## src/rtl/rst_seq_ctrl.sv

```systemverilog
// Multi-domain reset sequencer: releases NUM_CH reset domains in index order after a
// hold period, optionally gating each stage on a ready input with a timeout fallback.
module rst_seq_ctrl #(
  parameter int                  NUM_CH         = 4,
  parameter int                  HOLD_CYCLES    = 16,
  parameter int                  GAP_CYCLES     = 8,
  parameter int                  TIMEOUT_CYCLES = 1024,
  parameter logic [NUM_CH-1:0]   READY_MASK     = {NUM_CH{1'b0}}
) (
  input  logic              clk_clk,
  input  logic              reset_in0_reset,
  input  logic [NUM_CH-1:0] sw_reset_req,
  input  logic [NUM_CH-1:0] ch_ready,
  output logic [NUM_CH-1:0] reset_out_reset,
  output logic [NUM_CH-1:0] reset_out_reset_n,
  output logic              seq_done,
  output logic [3:0]        seq_stage,
  output logic [NUM_CH-1:0] timeout_err
);

  localparam int MAX_A   = (HOLD_CYCLES > GAP_CYCLES) ? HOLD_CYCLES : GAP_CYCLES;
  localparam int MAX_CNT = (MAX_A > TIMEOUT_CYCLES) ? MAX_A : TIMEOUT_CYCLES;
  localparam int CNT_W   = $clog2(MAX_CNT + 1);

  localparam logic [CNT_W-1:0] HOLD_LAST = CNT_W'(HOLD_CYCLES - 1);
  localparam logic [CNT_W-1:0] GAP_LAST  = CNT_W'(GAP_CYCLES - 1);
  localparam logic [CNT_W-1:0] TO_LAST   = CNT_W'(TIMEOUT_CYCLES - 1);
  localparam logic [3:0]       LAST_CH   = 4'(NUM_CH - 1);

  typedef enum logic [1:0] {HOLD, WAIT_RDY, GAP, DONE} state_t;

  state_t            state_reg, state_next;
  logic [CNT_W-1:0]  cnt_reg, cnt_next;
  logic [3:0]        stage_reg, stage_next;
  logic [3:0]        start_reg, start_next;
  logic [NUM_CH-1:0] rst_reg, rst_next;
  logic [NUM_CH-1:0] rst_n_reg;
  logic [NUM_CH-1:0] err_reg, err_next;
  logic              expired_reg, expired_next;
  logic              done_reg, done_next;
  logic [NUM_CH-1:0] sw_prev_reg;
  logic [NUM_CH-1:0] sw_edge;

  logic              sel_mask, sel_ready, stage_met, stage_forced;
  logic [3:0]        sw_m;
  logic              sw_any, sw_apply;

  for (genvar gi = 0; gi < NUM_CH; gi++) begin : g_edge
    assign sw_edge[gi] = sw_reset_req[gi] & ~sw_prev_reg[gi];
  end

  // Lowest-index edge wins; scanning high-to-low lets the last hit be the lowest.
  always_comb begin
    sw_m      = 4'd0;
    sw_any    = 1'b0;
    sel_mask  = 1'b0;
    sel_ready = 1'b0;
    for (int i = NUM_CH - 1; i >= 0; i--) begin
      if (sw_edge[i]) begin
        sw_m   = 4'(i);
        sw_any = 1'b1;
      end
    end
    for (int i = 0; i < NUM_CH; i++) begin
      if (stage_reg == 4'(i)) begin
        sel_mask  = READY_MASK[i];
        sel_ready = ch_ready[i];
      end
    end
  end

  // Edges on domains still held are meaningless; only released domains can be re-reset.
  assign sw_apply     = sw_any && ((state_reg == DONE) || (sw_m < stage_reg));
  // Timeout expiry is registered, so a forced release lands one cycle after the last count.
  assign stage_met    = !sel_mask || sel_ready || expired_reg;
  assign stage_forced = sel_mask && !sel_ready && expired_reg;

  always_comb begin
    state_next   = state_reg;
    cnt_next     = cnt_reg;
    stage_next   = stage_reg;
    start_next   = start_reg;
    rst_next     = rst_reg;
    err_next     = err_reg;
    expired_next = 1'b0;
    case (state_reg)
      HOLD: begin
        if (cnt_reg == HOLD_LAST) begin
          state_next = WAIT_RDY;
          cnt_next   = '0;
          stage_next = start_reg;
        end else begin
          cnt_next = cnt_reg + 1'b1;
        end
      end
      WAIT_RDY: begin
        if (stage_met) begin
          cnt_next = '0;
          for (int i = 0; i < NUM_CH; i++) begin
            if (stage_reg == 4'(i)) begin
              rst_next[i] = 1'b0;
              if (stage_forced) err_next[i] = 1'b1;
            end
          end
          if (stage_reg == LAST_CH) begin
            state_next = DONE;
          end else begin
            stage_next = stage_reg + 4'd1;
            state_next = (GAP_CYCLES == 0) ? WAIT_RDY : GAP;
          end
        end else begin
          cnt_next     = cnt_reg + 1'b1;
          expired_next = (cnt_reg == TO_LAST);
        end
      end
      GAP: begin
        if (cnt_reg == GAP_LAST) begin
          state_next = WAIT_RDY;
          cnt_next   = '0;
        end else begin
          cnt_next = cnt_reg + 1'b1;
        end
      end
      default: ;
    endcase
    if (sw_apply) begin
      state_next   = HOLD;
      cnt_next     = '0;
      stage_next   = sw_m;
      start_next   = sw_m;
      expired_next = 1'b0;
      for (int i = 0; i < NUM_CH; i++) begin
        if (4'(i) >= sw_m) rst_next[i] = 1'b1;
      end
    end
    done_next = (state_reg == DONE) && !sw_apply;
  end

  always_ff @(posedge clk_clk) begin
    if (reset_in0_reset) begin
      state_reg   <= HOLD;
      cnt_reg     <= '0;
      stage_reg   <= 4'd0;
      start_reg   <= 4'd0;
      rst_reg     <= '1;
      rst_n_reg   <= '0;
      err_reg     <= '0;
      expired_reg <= 1'b0;
      done_reg    <= 1'b0;
      sw_prev_reg <= sw_reset_req;
    end else begin
      state_reg   <= state_next;
      cnt_reg     <= cnt_next;
      stage_reg   <= stage_next;
      start_reg   <= start_next;
      rst_reg     <= rst_next;
      rst_n_reg   <= ~rst_next;
      err_reg     <= err_next;
      expired_reg <= expired_next;
      done_reg    <= done_next;
      sw_prev_reg <= sw_reset_req;
    end
  end

  assign reset_out_reset   = rst_reg;
  assign reset_out_reset_n = rst_n_reg;
  assign seq_done          = done_reg;
  assign seq_stage         = stage_reg;
  assign timeout_err       = err_reg;

endmodule

```

## config.mk

```make
export PLATFORM = sky130hd
export DESIGN_NAME = rst_seq_ctrl
export DESIGN_NICKNAME = d
export VERILOG_FILES = /design/src/rtl/rst_seq_ctrl.sv
export SDC_FILE = /design/constraint.sdc
export NUM_CORES = 1
export LEC_CHECK = 0
export CAP_MARGIN = 0
export CORE_MARGIN = 1
export CORE_UTILIZATION = 45
export DETAILED_ROUTE_END_ITERATION = 12
export HOLD_SLACK_MARGIN = 0.02
export PLACE_DENSITY = 0.69
export SYNTH_ARGS = -nofsm -noshare
export SYNTH_HDL_FRONTEND = slang
export SYNTH_SLANG_ARGS = --single-unit
```

## constraint.sdc

```tcl
create_clock -name clk_clk -period 4.01 [get_ports clk_clk]
set_input_delay 0.401 -clock clk_clk [delete_from_list [all_inputs] [get_ports clk_clk]]
set_output_delay 0.401 -clock clk_clk [all_outputs]
set_load 0.03 [all_outputs]
```

### Yosys cells after proc, flatten, opt, wreduce, memory -nomap -nowiden

Cells that the tools add are included.
W data, S select, Z words.

* add/sub/neg operators: 2
* multipliers: 0
* divide/modulo/power cells: 0
* magnitude comparators: 5
* equal/unequal tests: 12
* shifts and indexed selects: 0
* mux-type cells: 29
* bitwise gates (word level): 9
* reduce and logical (&&, ||, !) cells: 11

Operators by type and width (count)
* $pmux W11 S3: 1
* $mux W4: 7
* $mux W11: 2
* $mux W1: 13
* $add A11 B1 Y11 const B: 1
* $eq A11 B3 Y1 const B: 1
* $eq A11 B4 Y1 const B: 1
* $eq A4 B2 Y1 const B: 2
* $ge A1 B4 Y1 const A: 2
* $ge A2 B4 Y1 const A: 2
* $mux W2: 4
* $pmux W4 S2: 1
* $ne A3 B3 Y1 const B: 2
* $pmux W2 S3: 1
* $reduce_and A3 Y1: 2
* $reduce_bool A3 Y1: 2
* $add A4 B1 Y4 const B: 1
* $and A1 B1 Y1: 4
* $eq A2 B2 Y1 const B: 2
* $eq A4 B1 Y1 const B: 1
* $logic_not A4 Y1: 1
* $lt A4 B4 Y1: 1
* $ne A2 B2 Y1 const B: 2
* $not A1 Y1: 4
* other kinds (7): 8

* bits in registers: 34
* bits in latches: 0
* memory bits (writable): 0
* memory bits (read-only): 0
* bits of input ports: 10
* memories kept: 0

### Logic depth before layout (Yosys ltp)

Gate-level depths: netlist of the first run.

* depth in word-level cells: 11
* depth in mapped cells: 8

### Worst setup path before layout of the first run

No wires, ideal clock.

* path kind: in2reg
* start point: input sw_reset_req[3]
* end point: register stage_reg[0] (netlist: seq_stage[0])
* data arrival time: 1.788 ns
* slack: 2.093 ns
* stages: 8
* path buffers: 0
* cell sequence: nor2b_1 > nor2_1 > nor2_1 > ha_1 > a311oi_2 > a21oi_4 > o21ai_4 > o32ai_2

* longest elaborated chain between the ends: 10
* elaborated cells on any way between the ends: 17
* classes of those cells: order compare (1); eq/ne (2); mux (9); bitwise (1); reduce/logical (4)

Ends and longest elaborated chain
* start, declared: RTL line 12 `input logic [NUM_CH-1:0] sw_reset_req,`
* $and A1 B1 Y1 *: RTL line 49 `assign sw_edge[gi] = sw_reset_req[gi] & ~sw_prev_reg[gi];`
* $mux W2 * (2 in series): RTL line 59 `if (sw_edge[i]) begin`
* $mux W4 * (2 in series): RTL line 59
* via sw_m[1]: RTL line 45 `logic [3:0] sw_m;`
* $lt A4 B4 Y1 *: RTL line 73 `assign sw_apply = sw_any && ((state_reg == DONE) || (sw_m < stage_reg));`
* $logic_or A1 B1 Y1 *: RTL line 73
* $logic_and A1 B1 Y1 *: RTL line 73
* $ne A3 B3 Y1 (no source line) or $reduce_bool A3 Y1 (tied branches)
* $reduce_and A3 Y1 (no source line)
* end signal, assigned: RTL line 154 `stage_reg <= stage_next;`
* end, declared: RTL line 34 `logic [3:0] stage_reg, stage_next;`

Mark *: on every way through the listed nets, which the timed path passes. The rest lies on a longest branch.
A chain may end at the register's enable or synchronous reset.

### Worst setup path in the final report of the first run

Ends and elaborated chain as after synthesis.

==> results of run 1 <==
## critical path: stages
cell and delay (ns):
clkdlybuf4s50_1 0.43, nor2b_1 0.16, nor2_1 0.18, nor2_1 0.08, ha_1 0.22, a311oi_2 0.39
a21oi_4 0.17, o21ai_4 0.32, o32ai_2 0.14
## layout make-up
cell class	count	area [um^2]	area share (%)
Multi-Input combinational cell	142	1020	51.2
Timing Repair Buffer	18	180	9.01
Tap cell	48	60.1	3.00
Inverter	7	26.3	1.31
Sequential cell	32	641	32.0
Clock buffer	5	68.8	3.44
## layer usage
layer	GRT usage (%)	wire, um	up-vias
met1	18.5	1450	623
met5	0	0	-
met2	32.7	1690	20
met3	4.82	87	5
met4	7.67	49	0
li1	-	-	673
## kinds of logic after synthesis
| group | count (synthesis) | synth area share, % |
|---|---|---|
| multiplexers | 5 | 2.90 |
| other | 1 | 0.217 |
| adder cells (fa/ha/maj) | 10 | 7.24 |
| flip-flops | 32 | 37.1 |
| AND/OR/NAND/NOR | 76 | 25.5 |
| buffers and inverters | 14 | 4.27 |
| XOR/XNOR | 9 | 4.56 |
| AO/OA/AOI/OAI | 38 | 18.2 |
## cell usage in the layout, fill, tap and decap left out, drive strengths merged, types with 2 or more instances in the layout
cell type	count
dfxtp	32
nor2	25
clkdlybuf4s50	18
nand2	13
ha	10
a21oi	10
o21ai	10
nand3	8
inv	7
nor2b	5
xor2	5
mux2i	5
clkbuf	5
nand2b	5
xnor2	4
and3	4
conb	4
or2b	3
a21o	3
nand3b	2
nand4b	2
o21a	2
and2	2
nor3	2
nor4b	2
a41oi	2
and2b	2
## power groups by stage
| stage | Combinational (uW) | Sequential (uW) | Clock (uW) |
|---|---|---|---|
| after floorplan | 65.4 | 345 | 0 |
| after global placement | 84.6 | 343 | 0 |
| after detailed placement | 87.6 | 343 | 0 |
| after CTS | 88.0 | 336 | 226 |
| after global routing | 95.8 | 337 | 237 |
| final | 87.7 | 336 | 216 |
## metrics by stage
| stage | total power, uW | utilization [%] |
|---|---|---|
| global placement | 427 | 52.8 |
| finish | 640 | 54.6 |
| CTS | 650 | 54.6 |
| floorplan | 410 | - |
| global route | 670 | 54.6 |
| detailed placement | 431 | 52.8 |
## final timing paths
kind                                   end  slack (ns)  depth (start not counted)
max reg2reg      seq_stage[0]$_SDFFE_PP0P_        1.99                          8
min reg2reg  reset_out_reset[1]$_SDFF_PP1_        0.47                          2
min          reset_out_reset[1]$_SDFF_PP1_        0.47                          2
max              seq_stage[0]$_SDFFE_PP0P_        1.69                          9
==> reports/results.ini, run 1 <==
[finish]
final_net_count=226
fillCellCount=336
fin_area_um2=2000
n_antenna_cell=0
drive_gt1_share_pct=11.3
largest_reg_flops=11
finalNonFillerCells=252
areaGrowthSynthToFinish_pct=15.8

[route]
ant_nets=0
via_count=1321
drcViolationCount=0
drt_pre_antenna_iters=4
routed_wl_mm=3.27
drt-wirelength-per-cell_um=13.0
vias_per_cell=5.24
drt_iter0_drc=58

[logic_synthesis]
yosys-top-cells-area=dfxtp_1 37%, ha_1 7.2%, nor2_1 5.4%
synth_area_um2=1730
ys_seq_area_share_pct=37.1
synth.most_common_cell=dfxtp_1
synth_top_area_cell=dfxtp_1
synth_top_area_share_pct=37.1
synth_edf_count=0
yosys_warnings=0
synth_common_cells=32 x dfxtp_1, 25 x nor2_1, 13 x nand2_1, 10 x ha_1, 9 x a21oi_1
synthArstFlopShare_pct=0
synth_seq_cells=32
ys_types=49
synth_flop_cell=dfxtp_1
syn_avg_cell_area_um2=9.34
syn_inst=185

[global_routing]
grt_pass1_wl_mm=5.52
grt_pass1_vias=1314
grt-ovfl-total=0
grt_max_degree=12
grtUsageTotal_pct=17.7
antenna_found_initial=0

[min_path]
hold_class=reg2reg
worstHoldStart=reset_out_reset[1]$_SDFF_PP1_

[clocking]
clk_latency_ns=0.28
numCtsBuffers=5
cts_setup_buffers=0
cts.htree.levels=2
tritoncts=built
clk_path_buf_depth=2
cts_sinks=32
ctsResizeCount=0
cts_root_buf=clkbuf_8
clk_pin_slew_ns=0.06
cts_hold_buf=0

[pwr]
internal_power_uw=474
power.net_switching_uw=166
ir_drop_v=0.000194
clockPowerShare_pct=33.8
leakage_uw=0.000777
pwr-share-comb_pct=13.7
switching_share_pct=25.9
pwr_density_cell_nw_per_um2=320
pwr-share-seq_pct=52.5

[sta]
hold_viol_final=0
hold_slack_ns=0.471
slew_viol_final=0
fin_crit_sh_pct=57.8
tns_ns=0
clock.fmax_ghz=0.431
skew_ns=0.00475
layout_min_cycle_time_ns=2.32
rsz0062_at_grt=false
finalSetupViolCount=0
final.setup.worst_slack_ns=1.69

[critical_path]
worst-endpoint-required_ns=4.17
worstSetupStartpointType=input pin
crit_fanout=10
timing.rr.start=sw_prev_reg[1]$_DFF_P_
worstSetupPathType=in2reg
end_kind=flop
cp-startpoint=sw_reset_req[3]
cp_data_arrival_time_ns=2.48

[outcome]
status=finished clean

[placement]
place_ws_ns=1.41
dp_hpwl_mm=2.51
place.gp.congestion=0.863
numPortBuffers=18
numPlacedInstances=247
place_area_um2=1930

[die]
die_w_um=64.0
die_h_um=64.0
start_util_pct=47.2
core_area_um2=3660
pin_count=27
rows=22
dieArea_um2=4090

[job]
drv_cap=0

(Power assumes the default switching activity.)
==> run 2: changes to the inputs <==
Clock period 4.01 ns to 2.4 ns, I/O delays scaled along.
==> run 2 against run 1 <==
  * Global-route usage up 0.53 points
  * Cell area increased by 2.3%
  * Clock skew down 0.0017 ns
  * Critical path depth grew 1
  * Routed wire length grew 2.2%
  * Sequential power rose by 67%
  * Clock-buffer cell count stayed put
  * First-iteration DRC count increased by 3.4%
==> reports/results.ini, run 2 (same netlist as run 1, synthesis figures left out) <==
[outcome]
status=finished clean

[global_routing]
busiest_layer=met2
grtUsageTotal_pct=18.2  ; +0.53 points
grt-ovfl-total=0  ; unchanged
grt_pass1_wl_mm=5.73  ; +3.9%
antenna_found_initial=0  ; unchanged
globalRouteMet3Util_pct=5.36  ; +0.54 points
grt_util_met2_pct=34.4  ; +1.7 points
gr-usage-met1_pct=18.4  ; -0.11 points
grt_max_degree=12  ; unchanged
grt_pass1_vias=1372  ; +4.4%

[route]
drcViolationCount=0  ; unchanged
drt_pre_antenna_iters=5  ; +1
routed_wl_mm=3.35  ; +2.2%
drt_iter0_drc=60  ; +3.4%
drt-wirelength-per-cell_um=13.0  ; -0.18%
ant_nets=0  ; unchanged
via_count=1384  ; +4.8%
vias_per_cell=5.36  ; +2.3%

[finish]
layout_common_cells=32 x dfxtp_1, 25 x nor2_1, 18 x clkdlybuf4s50_1, 13 x nand2_1, 10 x ha_1
mostFrequentLayoutCell=dfxtp_1
fillCellCount=337  ; +0.30%
largest_reg_flops=11  ; unchanged
finalNonFillerCells=258  ; +2.4%
final_net_count=232  ; +2.7%
areaGrowthSynthToFinish_pct=18.4
drive_gt1_share_pct=13.8  ; +2.5 points
n_antenna_cell=0  ; unchanged

[placement]
place_ws_ns=-0.0193  ; -1.43 ns
numPortBuffers=18  ; unchanged
numPlacedInstances=253  ; +2.4%
dp_hpwl_mm=2.57  ; +2.4%
place.gp.congestion=0.839  ; -2.8%

[die]
rows=22  ; unchanged
die_w_um=64.0  ; unchanged
die_h_um=64.0  ; unchanged
start_util_pct=47.2  ; unchanged
dieArea_um2=4090  ; unchanged
pin_count=27  ; unchanged
core_area_um2=3660  ; unchanged

[clocking]
cts_root_buf=clkbuf_8
tritoncts=built
clk_pin_slew_ns=0.06  ; about the same
cts_sinks=32  ; unchanged
cts_setup_buffers=0  ; unchanged
clk_path_buf_depth=2  ; unchanged
cts.htree.levels=2  ; unchanged
cts_hold_buf=0  ; unchanged
numCtsBuffers=5  ; unchanged
ctsResizeCount=0  ; unchanged
clk_latency_ns=0.27  ; about the same

[sta]
finalSetupViolCount=0  ; unchanged
slew_viol_final=0  ; unchanged
fin_crit_sh_pct=89.8
final.setup.worst_slack_ns=0.245  ; -1.45 ns
tns_ns=0  ; unchanged
clock.fmax_ghz=0.464
rsz0062_at_grt=false
skew_ns=0.00307  ; -0.00168 ns
layout_min_cycle_time_ns=2.16
hold_viol_final=0  ; unchanged

[job]
drv_cap=0  ; unchanged

[pwr]
finalPower_uw=1090  ; +70%
pwr_density_cell_nw_per_um2=531  ; +66%
ir_drop_v=0.000289  ; +49%
leakage_uw=0.000805  ; +3.6%

[critical_path]
worst-endpoint-required_ns=2.56  ; -1.61 ns
crit_fanout=5  ; -5
worstSetupPathType=in2reg
cp_data_arrival_time_ns=2.31  ; -0.17 ns
end_kind=flop
worstSetupStartpointType=input pin

[min_path]
hold_class=in2reg

run 2: worst max-delay path: stages:
cell	delay [ns]
clkdlybuf4s50_1	0.42
nor2b_1	0.16
nor2_1	0.20
nor2_1	0.09
ha_1	0.24
a311oi_2	0.39
a21oi_4	0.15
o21ai_4	0.22
buf_4	0.16
a21oi_1	0.04
run 2: per-stage QoR:
step	hold WS, ns	area (um^2)	util [%]
after CTS	0.442	2050	55.9
after detailed placement	0.449	1980	54.0
after global routing	0.466	2050	55.9
after global placement	0.440	1980	54.0
after floorplan	0.268	1740	-
final	0.445	2050	55.9
run 2: report_power, final:
part	switching (uW)	internal [uW]	leakage, uW	total, uW
Clock	174	186	0.0000359	360
Sequential	14.2	548	0.000260	562
Combinational	94.5	69.1	0.000509	164
run 2: final timing paths:
check | cells after the start | end | start | slack (ns)
worst max-delay path | 10 | cnt_reg[2]$_SDFFE_PP0P_ | sw_reset_req[3] | 0.24
worst min-delay path | 1 | sw_prev_reg[3]$_DFF_P_ | sw_reset_req[3] | 0.45
worst max register to register | 9 | cnt_reg[2]$_SDFFE_PP0P_ | sw_prev_reg[3]$_DFF_P_ | 0.39
worst min register to register | 1 | reset_out_reset_n[3]$_SDFF_PP0_ | reset_out_reset[3]$_SDFF_PP1_ | 0.46
run 2: cell type report:
| class | instances | area [um^2] | area share (%) |
|---|---|---|---|
| Tap cell | 48 | 60.1 | 2.94 |
| Sequential cell | 32 | 641 | 31.3 |
| Multi-Input combinational cell | 142 | 1020 | 50.1 |
| Timing Repair Buffer | 24 | 225 | 11.0 |
| Clock buffer | 5 | 68.8 | 3.36 |
| Inverter | 7 | 26.3 | 1.28 |
run 2: routing by layer:
layer | share of wire [%] | wire (um)
met5 | 0 | 0
met2 | 54 | 1810
met4 | 1.7 | 57
met1 | 41 | 1370
met3 | 3.2 | 107
==> run 3: changes to the inputs <==
Settings changed: CTS_BUF_LIST set to sky130_fd_sc_hd__clkbuf_16.
==> run 3 against run 2 <==
  * Critical path depth unchanged
  * First-iteration DRC count is 17% higher
  * Sequential share of layout area down 0.84 points
  * Largest cell class unchanged
  * Non-clock buffer count unchanged
  * Clock skew barely moved
  * Critical endpoint is now reset_out_reset_n[3]$_SDFF_PP0_
  * Hold slack better by 0.0051 ns
  * Via count fell by 0.14%
  * Clock power up 57%
==> reports/results.ini, run 3 (same netlist as run 1, synthesis figures left out) <==
[sta]
finalSetupViolCount=0  ; unchanged
hold_viol_final=0  ; unchanged
clock.fmax_ghz=0.466  ; +0.53%
skew_ns=0.00317  ; +0.000103 ns
fin_crit_sh_pct=89.3  ; -0.48 points
tns_ns=0  ; unchanged
rsz0062_at_grt=false
slew_viol_final=0  ; unchanged
layout_min_cycle_time_ns=2.14  ; -0.0114 ns

[finish]
finalNonFillerCells=258  ; unchanged
largest_reg_flops=11  ; unchanged
final_net_count=232  ; unchanged
layout_common_cells=32 x dfxtp_1, 25 x nor2_1, 18 x clkdlybuf4s50_1, 13 x nand2_1, 10 x ha_1
mostFrequentLayoutCell=dfxtp_1
areaGrowthSynthToFinish_pct=21.7
n_antenna_cell=0  ; unchanged
drive_gt1_share_pct=13.8  ; unchanged

[placement]
dp_hpwl_mm=2.57  ; unchanged
place.gp.congestion=0.839  ; unchanged
numPlacedInstances=253  ; unchanged
numPortBuffers=18  ; unchanged

[critical_path]
cp_data_arrival_time_ns=2.31  ; about the same
regToRegSetupSlack_ns=0.41  ; +0.02 ns
timing.rr.start=sw_prev_reg[3]$_DFF_P_
rr_worst_depth=9  ; unchanged
worstSetupPathType=in2reg
worst-endpoint-required_ns=2.56  ; about the same
crit_end=reset_out_reset_n[3]$_SDFF_PP0_
crit_fanout=5  ; unchanged
end_kind=flop
worstSetupStartpointType=input pin
r2r-end=reset_out_reset_n[3]$_SDFF_PP0_
cp-startpoint=sw_reset_req[3]

[route]
drt_iter0_drc=70  ; +17%
drt_pre_antenna_iters=4  ; -1
routed_wl_mm=3.35  ; unchanged
vias_per_cell=5.36  ; -0.14%
drcViolationCount=0  ; unchanged
drt-wirelength-per-cell_um=13.0  ; unchanged
ant_nets=0  ; unchanged
via_count=1382  ; -0.14%

[clocking]
clk_pin_slew_ns=0.05  ; about the same
clk_path_buf_depth=2  ; unchanged
cts_root_buf=clkbuf_16
clk_latency_ns=0.27  ; about the same
cts.htree.levels=2  ; unchanged
cts_sinks=32  ; unchanged
cts_hold_buf=0  ; unchanged
cts_setup_buffers=0  ; unchanged
numCtsBuffers=5  ; unchanged
ctsResizeCount=0  ; unchanged
tritoncts=built

[global_routing]
grt_max_degree=12  ; unchanged
antenna_found_initial=0  ; unchanged
grt_pass1_wl_mm=5.75  ; +0.24%
grt_pass1_vias=1371  ; -0.073%
grt-ovfl-total=0  ; unchanged
grtUsageTotal_pct=18.5  ; +0.30 points

[die]
rows=22  ; unchanged
core_area_um2=3660  ; unchanged
dieArea_um2=4090  ; unchanged
pin_count=27  ; unchanged
start_util_pct=47.2  ; unchanged
die_h_um=64.0  ; unchanged
die_w_um=64.0  ; unchanged

[pwr]
ir_drop_v=0.000381  ; +31%
leakage_uw=0.000831  ; +3.2%
pwr_density_cell_nw_per_um2=614  ; +16%

[outcome]
status=finished clean

[min_path]
hold_class=in2reg

[job]
drv_cap=0  ; unchanged

## run 3: power breakdown
group | leakage [uW] | switching (uW) | internal, uW
registers | 0.000260 | 14.2 | 549
logic | 0.000509 | 94.1 | 69.2
clock network | 0.0000616 | 200 | 364
total | 0.000831 | 308 | 983
## run 3: per-layer routing
layer / share of wire [%] / track usage [%]
met1: 41 / 18.4
met2: 54 / 34.3
met3: 3.0 / 5.89
met4: 2.5 / 9.09
met5: 0 / 0
## run 3: how the worst min path moves through the flow
stage	from	to	slack (ns)	cells past startpoint
after floorplan	sw_reset_req[0]	sw_prev_reg[0]$_DFF_P_	0.27	0
after global placement	reset_out_reset[3]$_SDFF_PP1_	reset_out_reset_n[3]$_SDFF_PP0_	0.44	1
after detailed placement	reset_out_reset[3]$_SDFF_PP1_	reset_out_reset_n[3]$_SDFF_PP0_	0.45	1
after CTS	sw_reset_req[3]	sw_prev_reg[3]$_DFF_P_	0.45	1
after global routing	sw_reset_req[2]	sw_prev_reg[2]$_DFF_P_	0.47	1
final	sw_reset_req[3]	sw_prev_reg[3]$_DFF_P_	0.45	1
## run 3: worst max-delay path, stage by stage
cell and delay [ns]:
clkdlybuf4s50_1 0.42, nor2b_1 0.16, nor2_1 0.20, nor2_1 0.09, ha_1 0.24, a311oi_2 0.39
a21oi_4 0.15, o21ai_4 0.22, buf_4 0.17, a21oi_1 0.04
## run 3: cell type report
cell class	count	area, um^2
Clock buffer	5	125
Inverter	7	26.3
Sequential cell	32	641
Multi-Input combinational cell	142	1020
Timing Repair Buffer	24	225
Fill cell	333	1560
Tap cell	48	60.1
## run 3: stage by stage
step | utilization [%] | total power [uW] | setup WS [ns] | instance area, um^2 | hold slack (ns)
6_report | 57.4 | 1290 | 0.256 | 2100 | 0.451
4_1_cts | 57.4 | 1310 | 0.262 | 2100 | 0.450
2_1_floorplan | - | 685 | 0.496 | 1740 | 0.268
3_3_place_gp | 54.0 | 727 | 0.108 | 1980 | 0.440
5_1_grt | 57.4 | 1340 | 0.126 | 2100 | 0.474
3_5_place_dp | 54.0 | 735 | -0.0193 | 1980 | 0.449
==> RTL edit: new RTL, settings of run 2 <==
Change the parameter `GAP_CYCLES` from 8 to 4.
--- a/src/rtl/rst_seq_ctrl.sv
+++ b/src/rtl/rst_seq_ctrl.sv
@@ -3,7 +3,7 @@
 module rst_seq_ctrl #(
   parameter int                  NUM_CH         = 4,
   parameter int                  HOLD_CYCLES    = 16,
-  parameter int                  GAP_CYCLES     = 8,
+  parameter int                  GAP_CYCLES     = 4,
   parameter int                  TIMEOUT_CYCLES = 1024,
   parameter logic [NUM_CH-1:0]   READY_MASK     = {NUM_CH{1'b0}}
 ) (
Behaviour: no difference found for any inputs over 10 cycles, from zero or initial values and one cycle with reset_in0_reset high; that may be too few to reach the edited logic, so the function may still have changed.
==> RTL edit against run 2 <==
- clock skew rose by 0.0039 ns
- worst setup slack got worse by 0.15 ns
- power rose by 22%
- area after synthesis fell by 6.5%
- first-iteration DRC count rose by 5.0%
- fmax fell by 6.6%
- sequential cell count did not move
- sequential share of layout area rose by 0.21 points
- cell count rose by 5.4%
- routed wire length rose by 2.2%
- final area fell by 0.67%
- synthesized cell count rose by 3.2%
- largest cell class unchanged
- largest power group unchanged
- highest routed layer unchanged
==> RTL edit: results (changes against run 2) <==
CRIT_START='cnt_reg[0]'
GP_CONGESTION=0.8829  # +5.3%
R2R-END='seq_stage[3]'
REGTOREGSETUPSLACK_NS=0.09  # -0.30 ns
YOSYS.AREA_SHARE.XOR_XNOR_PCT=3.253  # -1.3 points
STATIC-LEAKAGE-POWER_uW=0.0007681  # -4.6%
DR.PASS1.ITERS=4  # -1
HPWL_UM=2513  # -2.1%
MUX_CELL_AREA_SHARE_AFTER_SYNTHESIS_PCT=1.317  # -1.6 points
ROUTED_WL_UM=3420  # +2.2%
WORST_EP_ARRIVAL_TIME_NS=2.58  # +0.27 ns
CRITICAL-PATH-MAX-STAGE-DELAY_NS=0.49  # +0.07 ns
SYNTH.YOSYS.SEQ_AREA_SHARE_PCT=39.66  # +2.6 points
WIRE_LENGTH_OF_THE_FIRST_GLOBAL_ROUTING_PASS_UM=5630  # -1.8%
RUN_STATUS='finished, final reports clean'
WORST-R2R-CELL-COUNT=6  # -3
HOLD-PATH-ENDPOINT='sw_prev_reg[2]'
TRACK_USAGE_PCT=20.58  # +2.3 points
CLOCK_SKEW_NS=0.006963  # +0.003891 ns
NUMBER_OF_GLOBAL_ROUTE_VIAS_BEFORE_REPAIR=1304  # -5.0%
CLK_ROOT_BUFFER_CELL='clkbuf_4'
YOSYS-TOP-CELLS-COUNT='dfxtp_1, nand2_1, nor2_1'
CLK_PIN_SLEW_WORST_PATHS_NS=0.10  # +0.04 ns
INITIALDRTVIOLATIONCOUNT=63  # +5.0%
DP_SLACK_NS=-0.1058  # -0.08645 ns
ROUTED-VIA-COUNT=1429  # +3.3%
POST_SYNTH_FA_HA_MAJ_AREA_FRACTION_PCT=7.746  # +0.50 points
NETS=245  # +5.6%
VDD.IR_DROP.WORST_uV=550.8  # +90%
RTL edit: changes by cell type after synthesis, moves of 3 or more:
cell | before | now
xor2_1 | 5 | 2
clkbuf_1 | 0 | 6
nor3_1 | 1 | 5
mux2i_1 | 5 | 1
nand2_1 | 13 | 18
nor2b_1 | 5 | 2
o21ai_0 | 8 | 11
nor2_1 | 25 | 18
nand3b_1 | 2 | 5
a21oi_1 | 9 | 14
or2b_1 | 3 | 0
RTL edit: layout make-up:
class	count	area share, %
clock buffers	7	3.202
clock inverters	1	1.478
inverters	9	1.663
multi-input cells	142	44.15
flip-flops and latches	32	31.53
well taps	46	2.833
repair buffers	35	15.15
RTL edit: how the worst max path moves through the flow:
stage | to | cells after the start | slack [ns]
finish | seq_stage[3] | 6 | 0.09
global route | seq_stage[3] | 6 | 0.0001
CTS | seq_stage[3] | 6 | 0.09
global placement | seq_stage[0] | 11 | 0.006
detailed placement | seq_stage[1] | 10 | -0.11
floorplan | seq_stage[3] | 7 | 0.05
RTL edit: routing by layer:
| metal | vias up | wire (um) | GRT usage, % |
|---|---|---|---|
| met2 | 33 | 1617 | 33.64 |
| li1 | 730 | - | - |
| met3 | 9 | 145 | 6.211 |
| met4 | 0 | 102 | 12.06 |
| met1 | 657 | 1555 | 23.85 |
| met5 | - | 0 | 0 |
RTL edit: power breakdown:
part / internal (uW) / switching, uW
Sequential: 557 / 23.1
Clock: 276 / 189
Combinational: 131 / 146
Total: 965 / 358
RTL edit: per-stage QoR:
stage                     cells  setup TNS (ns)  hold WS, ns
after floorplan             194               0       0.2677
after global placement      264               0       0.4435
after CTS                   272               0       0.3410
final                       272               0       0.3547
after detailed placement    264          -1.263       0.4461
after global routing        272               0       0.3504
